===== config.mk =====
export PLATFORM = sky130hd
export DESIGN_NAME = yuv422_pixel_sequencer
export DESIGN_NICKNAME = d
export VERILOG_FILES = /design/src/rtl/yuv422_pixel_sequencer.sv
export SDC_FILE = /design/constraint.sdc
export NUM_CORES = 1
export LEC_CHECK = 0
export BUFFER_PORTS_ARGS = -buffer_cell sky130_fd_sc_hd__buf_2
export CAP_MARGIN = 20
export CORE_MARGIN = 5
export CORE_UTILIZATION = 45
export CTS_CLUSTER_DIAMETER = 200
export DETAILED_ROUTE_END_ITERATION = 7
export HOLD_SLACK_MARGIN = 0.1
export PLACE_DENSITY = 0.65
export SYNTH_ARGS = -nofsm -noshare
export SYNTH_HDL_FRONTEND = slang
export SYNTH_SLANG_ARGS = --single-unit

===== constraint.sdc =====
create_clock -name clk -period 4.5 [get_ports clk]
set_input_delay 1.125 -clock clk [delete_from_list [all_inputs] [get_ports clk]]
set_output_delay 1.125 -clock clk [all_outputs]
set_load 0.03 [all_outputs]

===== src/rtl/yuv422_pixel_sequencer.sv =====
// YUYV 4:2:2 byte stream to per-pixel Y/U/V sequencer with frame sideband.
// Ports: clk/rst (async active-low), enable, in_data/in_valid/in_sof/in_ready
// (byte source), ds_afull (downstream fill), conv_valid/conv_y/conv_u/conv_v
// (converter input), pix_sof/pix_eol/pix_eof (aligned to converter output),
// sync_err (1-cycle pulse on misplaced in_sof).
module yuv422_pixel_sequencer #(
    parameter int WIDTH  = 640,
    parameter int HEIGHT = 480,
    parameter int CW     = 10,
    parameter int RW     = 9
) (
    input  logic       clk,
    input  logic       rst,
    input  logic       enable,
    input  logic [7:0] in_data,
    input  logic       in_valid,
    input  logic       in_sof,
    output logic       in_ready,
    input  logic       ds_afull,
    output logic       conv_valid,
    output logic [7:0] conv_y,
    output logic [7:0] conv_u,
    output logic [7:0] conv_v,
    output logic       pix_sof,
    output logic       pix_eol,
    output logic       pix_eof,
    output logic       sync_err
);

    typedef enum logic [2:0] {
        ST_Y0, ST_U, ST_Y1, ST_V, ST_PIX1
    } state_t;

    state_t        state_q;
    logic [7:0]    y0_q, u_q, y1_q, v_q;
    logic [CW-1:0] col_q;
    logic [RW-1:0] row_q;
    logic          conv_valid_q, sync_err_q;
    logic [7:0]    conv_y_q, conv_u_q, conv_v_q;
    logic          tag_sof_q, tag_eol_q, tag_eof_q;
    logic          pix_sof_q, pix_eol_q, pix_eof_q;

    logic          accept, at_origin, col_last, row_last;
    logic          issue_v, issue_p, issue, sof_ok, resync;
    logic [CW-1:0] col_nx;
    logic [RW-1:0] row_nx;

    assign in_ready = enable & ~ds_afull;

    always_comb begin
        accept    = in_valid & in_ready;
        at_origin = (col_q == '0) && (row_q == '0);
        col_last  = col_q == CW'(WIDTH - 1);
        row_last  = row_q == RW'(HEIGHT - 1);
        issue_v   = (state_q == ST_V) & accept & ~in_sof;
        issue_p   = state_q == ST_PIX1;
        issue     = issue_v | issue_p;
        col_nx    = col_last ? '0 : col_q + CW'(1);
        row_nx    = row_q;
        if (col_last) begin
            row_nx = row_last ? '0 : row_q + RW'(1);
        end
        // In ST_PIX1 the pending pixel1 still owns col/row, so the new
        // group starts at the position after it; a frame boundary there
        // means pixel1 is the last pixel of the frame.
        sof_ok = ((state_q == ST_Y0) && at_origin) ||
                 ((state_q == ST_PIX1) && col_last && row_last);
        resync = accept & in_sof & ~sof_ok;
    end

    always_ff @(posedge clk or negedge rst) begin
        if (!rst) begin
            state_q      <= ST_Y0;
            y0_q         <= '0;
            u_q          <= '0;
            y1_q         <= '0;
            v_q          <= '0;
            col_q        <= '0;
            row_q        <= '0;
            conv_valid_q <= 1'b0;
            conv_y_q     <= '0;
            conv_u_q     <= '0;
            conv_v_q     <= '0;
            tag_sof_q    <= 1'b0;
            tag_eol_q    <= 1'b0;
            tag_eof_q    <= 1'b0;
            pix_sof_q    <= 1'b0;
            pix_eol_q    <= 1'b0;
            pix_eof_q    <= 1'b0;
            sync_err_q   <= 1'b0;
        end else begin
            conv_valid_q <= issue;
            sync_err_q   <= resync;
            // Tags ride with conv_valid, then one more stage to match
            // the converter's registered output.
            tag_sof_q    <= issue & at_origin;
            tag_eol_q    <= issue & col_last;
            tag_eof_q    <= issue & col_last & row_last;
            pix_sof_q    <= tag_sof_q;
            pix_eol_q    <= tag_eol_q;
            pix_eof_q    <= tag_eof_q;
            if (issue_v) begin
                conv_y_q <= y0_q;
                conv_u_q <= u_q;
                conv_v_q <= in_data;
            end else if (issue_p) begin
                conv_y_q <= y1_q;
                conv_u_q <= u_q;
                conv_v_q <= v_q;
            end
            if (resync) begin
                col_q <= '0;
                row_q <= '0;
            end else if (issue) begin
                col_q <= col_nx;
                row_q <= row_nx;
            end
            unique case (state_q)
                ST_Y0, ST_PIX1: begin
                    if (accept) begin
                        y0_q    <= in_data;
                        state_q <= ST_U;
                    end else begin
                        state_q <= ST_Y0;
                    end
                end
                ST_U: begin
                    if (resync) begin
                        y0_q <= in_data;
                    end else if (accept) begin
                        u_q     <= in_data;
                        state_q <= ST_Y1;
                    end
                end
                ST_Y1: begin
                    if (resync) begin
                        y0_q    <= in_data;
                        state_q <= ST_U;
                    end else if (accept) begin
                        y1_q    <= in_data;
                        state_q <= ST_V;
                    end
                end
                ST_V: begin
                    if (resync) begin
                        y0_q    <= in_data;
                        state_q <= ST_U;
                    end else if (accept) begin
                        v_q     <= in_data;
                        state_q <= ST_PIX1;
                    end
                end
                default: state_q <= ST_Y0;
            endcase
        end
    end

    assign conv_valid = conv_valid_q;
    assign conv_y     = conv_y_q;
    assign conv_u     = conv_u_q;
    assign conv_v     = conv_v_q;
    assign pix_sof    = pix_sof_q;
    assign pix_eol    = pix_eol_q;
    assign pix_eof    = pix_eof_q;
    assign sync_err   = sync_err_q;

endmodule


==> summary.txt <==
Final setup violation count - 0
Switch share - 0.3378
Post-CTS sizing - 0
Post-synth EDFFs - 0
Max-cap viol count - 0
Fin util - 0.5196
WHS - 0.3576 ns
Chip Height - 100.7 um
Total GRT Usage - 0.1561
Post-Syn Area per Cell - 11.19 um^2
Crit-path cells - buf_2, nor4bb_1, nor2b_1, and3_1, mux2_2
Final global-route overflow total - 0
Worst path bufs/invs - 1
Vias per inst - 5.329
Min-delay src - tag_sof_q
Unique masters post-synth - 43
Final Hold Viols - 0
Register area share after synthesis - 0.5813
Hold-fix buffers at CTS - 0
DRT Pass-1 Iters - 4
Seq pwr share - 0.507
RR Startpoint - col_q[0]
Slowest stage delay, CP - 0.73 ns
Max-slew violations - 0
Synth-to-layout area growth - 14.16%
Mapped cell area - 0.003702 mm^2
Detail Route Antenna Nets - 0
Clock Skews - 0.007854 ns
Drt wl/cell - 15.39 um
Ys async rst share - 1.000
Via count - 2574
Initial DRC Count - 114
Share of post-route cells with drive strength above 1 - 0.2593
Placer Congestion - 0.8900
Skew-Pair Late Insertion Delay - 0.35 ns
CP Launch Point - in_sof
Routed wire length - 7.431 mm
Reg clk slew, reported paths - 0.08 ns
Min-Delay Path Class - reg -> reg
IO Count - 44
DP HPWL - 5.023 mm
Register area - 0.002152 mm^2
Longest Clk Path Bufs - 2
Measured slew at the worst slew-check pin - 0.8368 ns
Largest net degree at the start of global routing - 87
Mapped Cells - 331
Crit share post-route - 0.6751
RSZ-0062 raised after global routing - false
Initial antenna violation count - 0
IO buf count - 43
Setup TNS - 0 ns
Status - finished clean
Clock Sink Count - 86
Max IR drop VDD - 0.3233 mV
YS warnings - 0
Starting Density - 0.4552
Setup Buffers After CTS - 0
Crit-path leading delay family - simple AND/OR/NAND/NOR gates
Leakage - 2.110 nW
Critical Path Fanout Max - 22
Internal power - 1.420 mW
P_sw - 724.6 uW
Clock network fraction of total power - 0.253
Fmax - 329.2 MHz
CTS tree - built
WS Path Type - in -> reg
Diode count - 0
Nets - 391
Vias in the first global route - 2507
Remaining DRCs - 0
CP Data Required Time - 4.74 ns
Top_reg_cell synth - dfrtp_1
H-tree depth reported by CTS - 3
First-pass GRT wire length - 12.58 mm
Pwr dens - 507.4 mW/mm^2
Number of synthesized register bits - 86
Number of fill cells - 744
CTS buffer count - 9
Core box area - 0.008134 mm^2
Crit path launch type - primary input
Slowest stage cell, crit path - and3_1
Die width - 100.7 um
Tmin final - 3.038 ns
WP data arrival - 3.27 ns
Root Buffer - clkbuf_8
Area of the multi-input gates - 0.001449 mm^2
Combinational power share - 0.240
Critical Path Sink Type - register
Row cnt - 33
DIE AREA - 0.01014 mm^2
Rel. slew slack - 0.4421
Syn_nets - 349
==> kinds of logic after synthesis <==
family / synth area share
buffers and inverters: 0.02737
and+or+nand+nor: 0.1784
xor gates and xnor gates: 0.01656
DFF: 0.5813
adders and majority gates: 0.01352
muxes: 0.1000
AOI/OAI and AO/OA: 0.08280
==> path summary, 6_finish.rpt <==
| check | slack (ns) | depth (start not counted) | to |
|---|---|---|---|
| max in group asynchronous | 3.29 | 2 | row_q[3] |
| worst min-delay path | 0.36 | 0 | pix_sof |
| worst min register to register | 0.36 | 0 | pix_sof |
| min in group asynchronous | 0.60 | 1 | sync_err |
| worst max register to register | 2.07 | 6 | col_q[9] |
| worst max-delay path | 1.46 | 5 | v_q[1] |
==> synthesized netlist by cell type, drive strengths merged, types with 6 or more instances <==
| cell type | number | area [um^2] |
|---|---|---|
| nand2 | 69 | 266.5 |
| dfrtp | 86 | 2152 |
| buf | 8 | 40.04 |
| clkbuf | 7 | 26.28 |
| inv | 8 | 30.03 |
| a21oi | 10 | 50.05 |
| and3 | 6 | 37.54 |
| nand3 | 8 | 40.04 |
| mux2 | 32 | 360.4 |
| nor2 | 17 | 63.81 |
| a22oi | 17 | 127.6 |
==> sequential cells by signal, indices dropped and copies added (netlist names) <==
register    flops
y0_q            8
col_q          10
conv_valid      1
pix_eof         1
conv_u          8
tag_eol_q       1
conv_y          8
u_q             8
pix_eol         1
state_q         3
tag_sof_q       1
tag_eof_q       1
v_q             8
y1_q            8
sync_err        1
conv_v          8
row_q           9
pix_sof         1
==> power by group through the flow <==
stage,logic (mW),registers [mW],clock network (mW)
floorplan,0.218,1.23,0
global route,0.566,1.12,0.592
detailed placement,0.522,1.10,0
CTS,0.523,1.08,0.559
finish,0.516,1.09,0.543
global placement,0.512,1.09,0
==> cell usage in the layout, fill, tap and decap left out, types with 6 or more instances in the layout <==
cell type	Yosys	routed
nor2_1	17	17
clkbuf_8	0	9
inv_1	8	8
mux2_2	32	32
dfrtp_1	86	86
a21oi_1	10	10
a22oi_1	17	17
nand2_1	68	68
and3_1	6	6
nand3_1	8	8
buf_2	8	42
==> final cells by class <==
class	count	share of cell area
tap	105	0.03108
multi-input combinational	221	0.3428
clock buffer	10	0.03020
sequential	86	0.5092
timing repair buffer	46	0.06158
inverter	9	0.008289
clock inverter	6	0.01687
==> stage by stage <==
step	setup WS (ns)	instance area, um^2	std cells	power, mW
after floorplan	1.795	3702	331	1.450
after global placement	1.262	4000	466	1.605
after global routing	1.310	4227	483	2.273
final	1.462	4227	483	2.145
after CTS	1.484	4199	482	2.167
after detailed placement	1.139	4000	466	1.622
==> per-layer routing <==
metal,wire length (um),GRT usage,vias up,part of all wire
li1,-,-,1241,-
met1,3436,0.2184,1282,0.46
met2,3631,0.2420,42,0.49
met3,293,0.03183,9,0.039
met4,70,0.05389,0,0.0094
met5,0,0,-,0
==> worst reg2reg max path: stages (launching register included) <==
cell and delay [ns]:
dfrtp_1 0.44, ha_1 0.25, and4_1 0.25, and4_1 0.32, a32oi_1 0.22, and3_1 0.67, nor3_1 0.13
(Power assumes the default switching activity.)
